<file path="config.mk">
export PLATFORM = sky130hd
export DESIGN_NAME = dart_tx_arbiter
export DESIGN_NICKNAME = d
export VERILOG_FILES = /design/src/rtl/dart_pkg.sv /design/src/rtl/dart_rr_pick.sv /design/src/rtl/dart_tx_arbiter.sv
export SDC_FILE = /design/constraint.sdc
export NUM_CORES = 1
export LEC_CHECK = 0
export ABC_CLOCK_PERIOD_IN_PS = 5500
export CAP_MARGIN = 30
export CELL_PAD_IN_SITES_DETAIL_PLACEMENT = 1
export CELL_PAD_IN_SITES_GLOBAL_PLACEMENT = 2
export CORE_MARGIN = 3
export CORE_UTILIZATION = 28
export DETAILED_ROUTE_END_ITERATION = 12
export GPL_TIMING_DRIVEN = 1
export PLACE_DENSITY_LB_ADDON = 0.08
export SYNTH_ARGS = -nofsm -noshare
export SYNTH_HDL_FRONTEND = slang
export SYNTH_SLANG_ARGS = --single-unit
</file>
<file path="constraint.sdc">
create_clock -name clock -period 5.5 [get_ports clock]
set_clock_uncertainty 0.15 [all_clocks]
set_input_delay 0.55 -clock clock [delete_from_list [all_inputs] [get_ports clock]]
set_output_delay 0.55 -clock clock [all_outputs]
set_load 0.05 [all_outputs]
</file>
<file path="src/rtl/dart_pkg.sv">
// Shared types and constants for the DART UART port blocks.
package dart_pkg;

    localparam int unsigned DART_WORD_W  = 16;
    localparam int unsigned DART_MAX_REQ = 8;

    typedef enum logic [1:0] {
        IDLE      = 2'd0,
        SEND      = 2'd1,
        WAIT_NEXT = 2'd2
    } dart_state_e;

endpackage

</file>
<file path="src/rtl/dart_rr_pick.sv">
// Combinational round-robin picker: first set request after ptr, wrapping modulo NUM_REQ.
module dart_rr_pick
    import dart_pkg::*;
#(
    parameter int unsigned NUM_REQ = 4
) (
    input  logic [NUM_REQ-1:0] req,
    input  logic [2:0]         ptr,
    output logic [2:0]         winner,
    output logic               any
);

    logic [DART_MAX_REQ-1:0] req_pad;
    int unsigned             idx;

    always_comb begin
        req_pad              = '0;
        req_pad[NUM_REQ-1:0] = req;
        winner               = '0;
        any                  = 1'b0;
        idx                  = 0;
        for (int unsigned i = 1; i <= NUM_REQ; i++) begin
            idx = (32'(ptr) + i) % NUM_REQ;
            if (!any && req_pad[3'(idx)]) begin
                winner = 3'(idx);
                any    = 1'b1;
            end
        end
    end

endmodule

</file>
<file path="src/rtl/dart_tx_arbiter.sv">
// Round-robin burst arbiter sharing the DART UART transmit channel between NUM_REQ requesters.
module dart_tx_arbiter
    import dart_pkg::*;
#(
    parameter int unsigned NUM_REQ = 4,
    parameter int unsigned WIDTH   = DART_WORD_W,
    parameter int unsigned TIMEOUT = 1023
) (
    input  logic                     clock,
    input  logic                     reset,
    input  logic                     enable,
    input  logic [NUM_REQ-1:0]       req_valid,
    input  logic [NUM_REQ-1:0]       req_last,
    input  logic [NUM_REQ*WIDTH-1:0] req_data,
    output logic [NUM_REQ-1:0]       req_ack,
    output logic [WIDTH-1:0]         tx_data,
    output logic                     tx_valid,
    input  logic                     tx_ack,
    output logic [2:0]               grant_id,
    output logic                     busy,
    output logic                     arb_error
);

    dart_state_e          state_q, state_d;
    logic [2:0]           ptr_q, ptr_d;
    logic [2:0]           grant_q, grant_d;
    logic [WIDTH-1:0]     data_q, data_d;
    logic                 last_q, last_d;
    logic [NUM_REQ-1:0]   ack_q, ack_d;
    logic                 valid_q, busy_q;
    logic                 err_q, err_d;
    logic [15:0]          cnt_q, cnt_d;
    logic [2:0]           pick, sel;
    logic                 pick_any, capture, timed_out;

    logic [DART_MAX_REQ-1:0] valid_pad, last_pad;
    logic [WIDTH-1:0]        word_arr [DART_MAX_REQ];

    dart_rr_pick #(
        .NUM_REQ (NUM_REQ)
    ) u_pick (
        .req    (req_valid),
        .ptr    (ptr_q),
        .winner (pick),
        .any    (pick_any)
    );

    // Pad per-requester inputs to the maximum width so a 3-bit index is always in range.
    always_comb begin
        valid_pad              = '0;
        last_pad               = '0;
        valid_pad[NUM_REQ-1:0] = req_valid;
        last_pad[NUM_REQ-1:0]  = req_last;
        for (int unsigned i = 0; i < DART_MAX_REQ; i++) word_arr[i] = '0;
        for (int unsigned i = 0; i < NUM_REQ; i++) word_arr[i] = req_data[i*WIDTH +: WIDTH];
    end

    assign sel       = (state_q == IDLE) ? pick : grant_q;
    assign timed_out = ({1'b0, cnt_q} + 17'd1) == 17'(TIMEOUT);

    always_comb begin
        state_d = state_q;
        ptr_d   = ptr_q;
        grant_d = grant_q;
        data_d  = data_q;
        last_d  = last_q;
        cnt_d   = cnt_q;
        err_d   = err_q;
        ack_d   = '0;
        capture = 1'b0;

        if (tx_ack && !valid_q) err_d = 1'b1;

        unique case (state_q)
            IDLE: begin
                if (enable && pick_any) capture = 1'b1;
            end
            SEND: begin
                if (tx_ack) begin
                    if (last_q) begin
                        ptr_d   = grant_q;
                        state_d = IDLE;
                    end else begin
                        cnt_d   = '0;
                        state_d = WAIT_NEXT;
                    end
                end
            end
            WAIT_NEXT: begin
                if (valid_pad[grant_q]) begin
                    capture = 1'b1;
                end else if (timed_out) begin
                    // Abandon the burst; the owner loses its turn like a completed burst.
                    err_d   = 1'b1;
                    ptr_d   = grant_q;
                    cnt_d   = '0;
                    state_d = IDLE;
                end else begin
                    cnt_d = cnt_q + 16'd1;
                end
            end
            default: state_d = IDLE;
        endcase

        if (capture) begin
            state_d = SEND;
            grant_d = sel;
            data_d  = word_arr[sel];
            last_d  = last_pad[sel];
            for (int unsigned i = 0; i < NUM_REQ; i++) ack_d[i] = (sel == 3'(i));
        end
    end

    always_ff @(posedge clock) begin
        if (reset) begin
            state_q <= IDLE;
            ptr_q   <= 3'(NUM_REQ - 1);
            grant_q <= '0;
            data_q  <= '0;
            last_q  <= 1'b0;
            ack_q   <= '0;
            valid_q <= 1'b0;
            busy_q  <= 1'b0;
            err_q   <= 1'b0;
            cnt_q   <= '0;
        end else begin
            state_q <= state_d;
            ptr_q   <= ptr_d;
            grant_q <= grant_d;
            data_q  <= data_d;
            last_q  <= last_d;
            ack_q   <= ack_d;
            valid_q <= (state_d == SEND);
            busy_q  <= (state_d != IDLE);
            err_q   <= err_d;
            cnt_q   <= cnt_d;
        end
    end

    assign req_ack   = ack_q;
    assign tx_data   = data_q;
    assign tx_valid  = valid_q;
    assign grant_id  = grant_q;
    assign busy      = busy_q;
    assign arb_error = err_q;

endmodule

</file>
==> metrics, run 1 <==
Comb pwr share=0.308; WHS Endpoint=grant_id[2]; worst-case reg-to-reg path depth=7; layout cells sized above 1=0.112; Reg2Reg Setup Slack=roughly 2.4 ns; worst min path class=reg -> reg; Slew HR=0.354; Synth cell types=55; Worst setup SP type=register; reg-to-reg endpoint=ptr_q[1]; fmax=approximately 320 MHz; total track usage=0.162; Clk pwr share=0.293; clock transition at the registers of the reported paths=~0.10 ns; initial antenna violation count=0; number of global-route vias before repair=approximately 2,800; GP Congestion=approximately 0.72; Arr. time, crit path=approximately 3.2 ns; area share of the largest cell type after synthesis=0.343; Clock Path Buffers=2; max cap viols=0; Max Slew Vio Count=0; yosys warns=0; min-delay src=grant_id[2]; Worst Path Required=approximately 5.6 ns; core area=around 9400 µm²; most frequent cells in the layout=clkdlybuf4s50_1, dfxtp_1, nor2_1; Setup Crit Path Kind=reg -> reg; multi-input combinational cell area=approximately 1700 µm²; setup bufs post-CTS=0; post-route ant nets=0; sw power=285 µW; top cells by area, synth=dfxtp_1, mux4_2, mux2i_1; FF+latch area=roughly 940 µm²; part of the cycle the worst path needs=0.567; status=completed; Die Y=between 100 and 150 µm; Sw Share=0.303; antenna diode count=0; IO buf count=a little over 100; Leakage=between 0.001 and 0.0015 µW; dominant cell type by area after synthesis=dfxtp_1; Initial Utilization=0.293; clock tree from TritonCTS=done; crit path buf inv count=0; vias per cell=just over 5; number of stages on the worst hold path=2; area post-placement=3910 µm²; Inserted Clock Buffers=5; slowest cell delay on critical path=between 0.5 and 0.6 ns; global-route wire length before repair=about 14 mm; Pwr Density=about 230 nW/µm²; post-synthesis cell count=290; top_reg_cell synth=dfxtp_1; Setup crit end kind=register; final WL=between 8 and 9 mm; Mapped Area=~2700 µm²; hpwl dp=6.81 mm; root buf cell=clkbuf_8; largest net degree at the start of global routing=43; Seq cells post-synth=47; post-synth net total=368; Synth Area per Inst=9.47 µm²; Seq/Total Area, Yosys=0.343; WL/cell=~17 µm; Die Width=approximately 110 µm; final worst path period need=3.12 ns; Layout fillers=1,093; Seq pwr share=0.399; worst r2r src=cnt_q[1]; slowest stage cell, crit path=or4_4; Final setup viols=0; H-tree levels=2; post-CTS resize count=0; Final Hold Viols=0; CP delay by family, top=simple AND/OR/NAND/NOR gates; aggregate global routing overflow=0; fraction of registers with async set/reset=0; Starting DRT DRC Count=96; worst-margin pin slew=about 0.97 ns; Cell Rows=35; DRC violations left=0; boundary pin count=~100; Post-Layout Cell Count=514; most common cell after layout, fill and taps aside=clkdlybuf4s50_1; Pre-Repair DR Iteration Count=4; worst-skew pair later-pin latency=0.30 ns; Final Instance Area=4030 µm²; Peak VDD IR=between 0.1 and 0.15 mV; Crit Path Max Fanout=8; Area growth syn-to-layout=46.8%; EDFF count, synth=0; DR vias=roughly 2,600; die area=11,000 µm²; cts hold-fix bufs=0; final net count=462; CTS sink cnt=47; RSZ-0062 raised after global routing=no; placed insts=just over 500; cell-by-cell listing of the critical path=ha_1, nand3_1, or2_1, a2111oi_4, o21ai_2, or4_4, a311o_1; Internal=655 µW; TNS Setup=0 ns
-- routing by layer --
layer  vias to the layer above  routed length [µm]  global-route usage
li1                       1271                   -                   -
met1                      1244                3730               0.194
met2                        72                4180               0.273
met3                         5                 837              0.0710
met4                         0                  60              0.0272
met5                         -                   0                   0
-- flip-flops by register name, summed over array words and instances, names as in the netlist --
register / cells
grant_id: 3
state_q: 2
req_ack: 4
last_q: 1
ptr_q: 2
tx_valid: 1
busy: 1
cnt_q: 16
tx_data: 16
arb_error: 1
-- kinds of logic (layout without fill, tap and decap cells) --
family	after synthesis	after routing	synth area share
AO/OA/AOI/OAI	51	51	0.132
XOR/XNOR	6	6	0.0191
adder cells (fa/ha/maj)	2	2	0.00911
buffers and inverters	25	120	0.0378
flip-flops	47	47	0.343
multiplexers	37	37	0.217
AND/OR/NAND/NOR	122	122	0.242
-- cell type report --
class / instances / area share
Tap cell: 129 / 0.0400
Inverter: 6 / 0.00559
Clock inverter: 2 / 0.00962
Multi-Input combinational cell: 218 / 0.426
Clock buffer: 6 / 0.0205
Timing Repair Buffer: 106 / 0.265
Sequential cell: 47 / 0.233
-- synthesized netlist by cell type (all sizes together) (3+ instances only) --
cell type	count
dfxtp	47
nor2	32
nand2	21
mux2i	19
mux4	18
clkbuf	14
o21ai	14
a21oi	12
nor3	10
nor4	9
nand3	8
a211o	7
inv	6
nand2b	6
buf	5
nor3b	5
or2	5
nand4	4
and2	3
nor2b	3
or3	3
or4	3
xnor2	3
xor2	3
-- power groups by stage --
| stage | combinational (µW) | clock (µW) | sequential [µW] |
|---|---|---|---|
| 2_1_floorplan | 110 | 0 | 442 |
| 3_3_place_gp | 289 | 0 | 381 |
| 3_5_place_dp | 295 | 0 | 383 |
| 4_1_cts | 296 | 285 | 376 |
| 5_1_grt | 309 | 300 | 379 |
| 6_report | 290 | 275 | 375 |
-- per-stage QoR --
stage / total power, µW / hold slack (ns) / worst slack [ns] / util
2_1_floorplan: 552 / 0.329 / 2.83 / -
3_3_place_gp: 670 / 0.324 / 2.08 / 0.414
3_5_place_dp: 678 / 0.342 / 2.18 / 0.417
4_1_cts: 957 / 0.355 / 2.38 / 0.430
5_1_grt: 989 / 0.400 / 2.08 / 0.430
6_report: 940 / 0.348 / 2.38 / 0.430
-- worst reg2reg max path: stages, from the launching register on --
cell,delay [ns]
dfxtp_1,0.54
ha_1,0.34
nand3_1,0.27
or2_1,0.39
a2111oi_4,0.23
o21ai_2,0.14
or4_4,0.58
a311o_1,0.38
-- worst max-delay path by stage --
stage	end	from	cells after the start
global placement	cnt_q[8]	cnt_q[1]	8
finish	ptr_q[1]	cnt_q[1]	7
detailed placement	cnt_q[12]	req_valid[3]	7
CTS	cnt_q[2]	cnt_q[1]	8
global route	cnt_q[3]	cnt_q[0]	9
floorplan	ptr_q[0]	cnt_q[0]	7
Power figures use the tool's default switching activity.
==> inputs of run 2 (changes only) <==
--- a/config.mk
+++ b/config.mk
@@ -5,12 +5,12 @@
 export SDC_FILE = /design/constraint.sdc
 export NUM_CORES = 1
 export LEC_CHECK = 0
-export ABC_CLOCK_PERIOD_IN_PS = 5500
+export ABC_CLOCK_PERIOD_IN_PS = 2900
 export CAP_MARGIN = 30
 export CELL_PAD_IN_SITES_DETAIL_PLACEMENT = 1
 export CELL_PAD_IN_SITES_GLOBAL_PLACEMENT = 2
 export CORE_MARGIN = 3
-export CORE_UTILIZATION = 28
+export CORE_UTILIZATION = 26
 export DETAILED_ROUTE_END_ITERATION = 12
 export GPL_TIMING_DRIVEN = 1
 export PLACE_DENSITY_LB_ADDON = 0.08
==> constraint.sdc (replaced) <==
create_clock -name clock -period 2.9 [get_ports clock]
set_clock_uncertainty 0.15 [all_clocks]
set_input_delay 0.29 -clock clock [delete_from_list [all_inputs] [get_ports clock]]
set_output_delay 0.29 -clock clock [all_outputs]
set_load 0.05 [all_outputs]
==> metrics, run 2 (synthesized netlist as in run 1, its figures left out) <==
status=completed; total power draw=between 1500 and 2000 µW; root buf cell=clkbuf_8; post-CTS resize count=0; worst-margin pin slew=between 0.9 and 1 ns; aggregate global routing overflow=0; worst r2r src=cnt_q[2]; global-route wire length before repair=roughly 15 mm; H-tree levels=2; number of stages on the worst hold path=2; slowest stage cell, crit path=or4_4; worst-case reg-to-reg path depth=6; min-delay src=tx_data[15]; Starting DRT DRC Count=slightly below 90; Final Hold Viols=0; Final setup viols=0; Max Slew Vio Count=0; Crit Path Max Fanout=9; CTS sink cnt=47; cts hold-fix bufs=0; WL/cell=around 17 µm; cell-by-cell listing of the critical path=nand3_1, or2_1, a2111oi_4, o21ai_2, or4_4, a311o_1; vias per cell=just over 5; most common cell after layout, fill and taps aside=clkdlybuf4s50_1; die area=11,800 µm²; IO buf count=roughly 100; antenna diode count=0; Layout fillers=1,182; worst-skew pair later-pin latency=~0.31 ns; FF+latch area=942 µm²; initial antenna violation count=0; final WL=just over 9 mm; Pre-Repair DR Iteration Count=4; boundary pin count=just over 100; number of global-route vias before repair=a little under 3,000; Initial Utilization=0.275; Inserted Clock Buffers=5; Arr. time, crit path=approximately 2.8 ns; reg-to-reg endpoint=ptr_q[1]; Setup Crit Path Kind=reg -> reg; hpwl dp=between 7 and 8 mm; TNS Setup=0 ns; post-route ant nets=0; Worst Path Required=just under 3 ns; Pwr Density=a little over 400 nW/µm²; Clock Path Buffers=2; GP Congestion=~0.73; max cap viols=0; multi-input combinational cell area=between 1500 and 2000 µm²; final net count=476; DRC violations left=0; Slew HR=0.337; most frequent cells in the layout=clkdlybuf4s50_1, dfxtp_1, nor2_1; largest net degree at the start of global routing=42; Leakage=0.00151 µW; clock tree from TritonCTS=done; layout cells sized above 1=0.148; WHS Endpoint=tx_data[15]; Die Width=109 µm; clock transition at the registers of the reported paths=0.10 ns; Die Y=approximately 110 µm; Worst setup SP type=register; total track usage=0.160; worst min path class=reg -> reg; slowest cell delay on critical path=between 0.5 and 0.6 ns; final worst path period need=approximately 2.7 ns; Cell Rows=36; fmax=about 360 MHz; Setup crit end kind=register; part of the cycle the worst path needs=0.945; Peak VDD IR=0.202 mV; core area=roughly 10000 µm²; DR vias=2,675; setup bufs post-CTS=0; Reg2Reg Setup Slack=about 0.16 ns; Area growth syn-to-layout=50.8%; RSZ-0062 raised after global routing=no
## run 2: layout make-up
| class | instances | area share |
|---|---|---|
| well taps | 133 | 0.0402 |
| multi-input cells | 218 | 0.416 |
| clock buffers | 5 | 0.0166 |
| clock inverters | 3 | 0.00665 |
| inverters | 6 | 0.00544 |
| flip-flops and latches | 47 | 0.228 |
| repair buffers | 120 | 0.288 |
## run 2: worst max-delay path: cells and delay by family (launching register included)
family / cells / cell delay, ns
compound gates: 3 / 0.74
flops: 1 / 0.55
simple gates: 3 / 1.20
## run 2: routing by layer
layer	routed length [µm]	global-route usage	up-vias
li1	-	-	1297
met1	4000	0.197	1295
met2	4210	0.265	78
met3	795	0.0645	5
met4	78	0.0352	0
met5	0	0	-
## run 2: worst max-delay path by stage
stage	start	endpoint	slack (ns)	cells after the start
detailed placement	req_valid[3]	cnt_q[12]	0.008	7
global route	cnt_q[2]	cnt_q[3]	0.02	9
global placement	req_valid[1]	cnt_q[12]	0.06	7
floorplan	cnt_q[0]	ptr_q[0]	0.23	7
CTS	cnt_q[3]	ptr_q[1]	0.10	6
finish	cnt_q[2]	ptr_q[1]	0.16	6
## run 2: through the flow
stage	util	hold slack [ns]	worst slack (ns)	std cells	cell area [µm²]
floorplan	-	0.329	0.231	290	2750
global route	0.414	0.393	0.0189	532	4140
CTS	0.414	0.370	0.103	532	4140
detailed placement	0.404	0.341	0.00817	524	4040
finish	0.414	0.364	0.160	532	4140
global placement	0.404	0.322	0.0610	524	4040
## run 2: power by group
group          leakage [µW]  total [µW]  switching, µW  internal, µW
registers          0.000384         710           26.0           684
logic               0.00108         565            278           286
clock network     0.0000467         440            261           179
total               0.00151        1710            565          1150
==> inputs of run 3 (changes only) <==
--- a/config.mk
+++ b/config.mk
@@ -5,12 +5,13 @@
 export SDC_FILE = /design/constraint.sdc
 export NUM_CORES = 1
 export LEC_CHECK = 0
+export ABC_AREA = 1
 export ABC_CLOCK_PERIOD_IN_PS = 2900
 export CAP_MARGIN = 30
 export CELL_PAD_IN_SITES_DETAIL_PLACEMENT = 1
 export CELL_PAD_IN_SITES_GLOBAL_PLACEMENT = 2
 export CORE_MARGIN = 3
-export CORE_UTILIZATION = 26
+export CORE_UTILIZATION = 23
 export DETAILED_ROUTE_END_ITERATION = 12
 export GPL_TIMING_DRIVEN = 1
 export PLACE_DENSITY_LB_ADDON = 0.08
==> metrics, run 3 <==
Setup Crit Path Kind=reg -> reg; most common cell in the netlist=nand2_1; clock tree from TritonCTS=done; Peak VDD IR=approximately 0.27 mV; slowest cell delay on critical path=around 0.55 ns; Seq/Total Area, Yosys=0.294; cell-by-cell listing of the critical path=inv_4, nand2_1, nand2_1, nand2_1, nand2_1, a21oi_1, nand2_1, nand3_4, buf_4, nand3_1, nand2_1, nand2_1, nand2_1, nand2_1, nand2_1; Cell Rows=42; EDFF count, synth=0; Inserted Clock Buffers=5; top cells by area, synth=dfxtp_1, nand2_1, nand3_1; global-route wire length before repair=approximately 18 mm; post-CTS resize count=0; cts hold-fix bufs=0; Pre-Repair DR Iteration Count=4; worst r2r src=ptr_q[0]; final worst path period need=2.45 ns; most common cell after layout, fill and taps aside=nand2_1; worst-margin pin slew=around 0.55 ns; Arr. time, crit path=about 2.5 ns; root buf cell=clkbuf_16; WL/cell=14.2 µm; GP Congestion=0.765; Die Width=around 120 µm; boundary pin count=~100; crit path buf inv count=2; number of global-route vias before repair=around 3,700; Setup crit end kind=register; most frequent cells in the layout=nand2_1, clkdlybuf4s50_1, nand3_1; part of the cycle the worst path needs=0.845; aggregate global routing overflow=0; initial antenna violation count=0; DR vias=about 3,600; Synth cell types=34; antenna diode count=0; Die Y=124 µm; Post-Layout Cell Count=about 800; post-route ant nets=0; CP delay by family, top=simple AND/OR/NAND/NOR gates; Clock Path Buffers=2; worst-skew pair later-pin latency=0.29 ns; WHS=0.307 ns; min-delay src=tx_data[10]; max cap viols=0; post-synthesis cell count=531; CP most frequent cell=nand2_1; Seq cells post-synth=between 40 and 50; layout cells sized above 1=0.0924; post-synth net total=609; WHS Endpoint=tx_data[10]; Initial Utilization=0.238; worst-case reg-to-reg path depth=15; vias per cell=about 4.4; Pwr Density=slightly below 600 nW/µm²; yosys warns=0; DRC violations left=0; hpwl dp=around 8.4 mm; top_reg_cell synth=dfxtp_1; total power draw=about 2600 µW; final WL=11.4 mm; multi-input combinational cell area=1990 µm²; worst min path class=reg -> reg; placed insts=796; RSZ-0062 raised after global routing=no; Area growth syn-to-layout=41.8%; Leakage=0.00201 µW; Mapped Area=roughly 3200 µm²; dominant cell type by area after synthesis=dfxtp_1; Worst setup SP type=register; Final Hold Viols=0; Starting DRT DRC Count=roughly 120; Layout fillers=1,757; total track usage=0.150; TNS Setup=0 ns; clock transition at the registers of the reported paths=about 0.07 ns; fmax=slightly above 400 MHz; status=completed; Final setup viols=0; CTS sink cnt=47; slowest stage cell, crit path=dfxtp_1; Crit Path Max Fanout=34; Max Slew Vio Count=0; H-tree levels=2; fraction of registers with async set/reset=0; Worst Path Required=between 2 and 3 ns; number of stages on the worst hold path=2; commonest cells in the netlist=nand2_1, nand3_1, dfxtp_1, inv_1, nor2_1; reg-to-reg endpoint=tx_data[7]; Synth Area per Inst=about 6 µm²; area share of the largest cell type after synthesis=0.294; IO buf count=101; final net count=705; Reg2Reg Setup Slack=~0.45 ns; core area=between 10,000 and 15,000 µm²; setup bufs post-CTS=0; largest net degree at the start of global routing=38; die area=15,400 µm²; Slew HR=0.635; FF+latch area=between 900 and 1000 µm²
run 3: cell types whose count changed in the layout (fill, tap and decap cells not counted), moves of 6 or more:
| cell | delta |
|---|---|
| a211o_1 | -7 |
| a21oi_1 | +8 |
| buf_4 | -7 |
| inv_1 | +21 |
| inv_2 | +6 |
| mux2i_1 | -19 |
| mux4_2 | -18 |
| nand2_1 | +222 |
| nand2_2 | +21 |
| nand2b_1 | -6 |
| nand3_1 | +54 |
| nor2_1 | -7 |
| nor4_1 | -9 |
run 3: worst max path at each step:
| stage | startpoint | to | slack [ns] | depth (start not counted) |
|---|---|---|---|---|
| 5_1_grt | cnt_q[1] | ptr_q[0] | 0.13 | 13 |
| 4_1_cts | ptr_q[0] | tx_data[7] | 0.44 | 15 |
| 3_3_place_gp | req_valid[1] | tx_data[6] | 0.36 | 14 |
| 2_1_floorplan | grant_id[0] | tx_data[0] | 0.77 | 11 |
| 3_5_place_dp | req_valid[0] | tx_data[7] | 0.31 | 16 |
| 6_report | ptr_q[0] | tx_data[7] | 0.45 | 15 |
run 3: layout make-up:
| cell class | count | area share |
|---|---|---|
| Clock buffer | 6 | 0.0306 |
| Clock inverter | 2 | 0.00772 |
| Inverter | 36 | 0.0309 |
| Multi-Input combinational cell | 427 | 0.438 |
| Sequential cell | 47 | 0.207 |
| Tap cell | 176 | 0.0485 |
| Timing Repair Buffer | 110 | 0.238 |
run 3: logic make-up after synthesis:
family | after synthesis | synth area share
buffers and inverters | 57 | 0.0868
flip-flops | 47 | 0.294
adder cells (fa/ha/maj) | 2 | 0.00781
XOR/XNOR | 11 | 0.0301
AND/OR/NAND/NOR | 382 | 0.530
AO/OA/AOI/OAI | 32 | 0.0516
run 3: report_power, final:
group / internal [µW] / switching (µW) / total, µW
logic: 404 / 765 / 1170
registers: 714 / 52.4 / 766
clock network: 429 / 256 / 685
total: 1550 / 1070 / 2620
run 3: tightest hold or removal path, stage by stage, from the launching register on:
cell	delay (ns)
dfxtp_1	0.31
nand2_1	0.06
nand2_1	0.04
run 3: per-layer routing:
metal | global-route usage | wire, µm
met1 | 0.201 | 5680
met2 | 0.254 | 5060
met3 | 0.0200 | 546
met4 | 0.0411 | 131
met5 | 0 | 0
run 3: through the flow:
stage | instance area, µm² | util | setup WS [ns]
5_1_grt | 4540 | 0.338 | 0.134
3_5_place_dp | 4370 | 0.325 | 0.308
3_3_place_gp | 4370 | 0.325 | 0.356
6_report | 4540 | 0.338 | 0.449
2_1_floorplan | 3200 | - | 0.773
4_1_cts | 4540 | 0.338 | 0.444
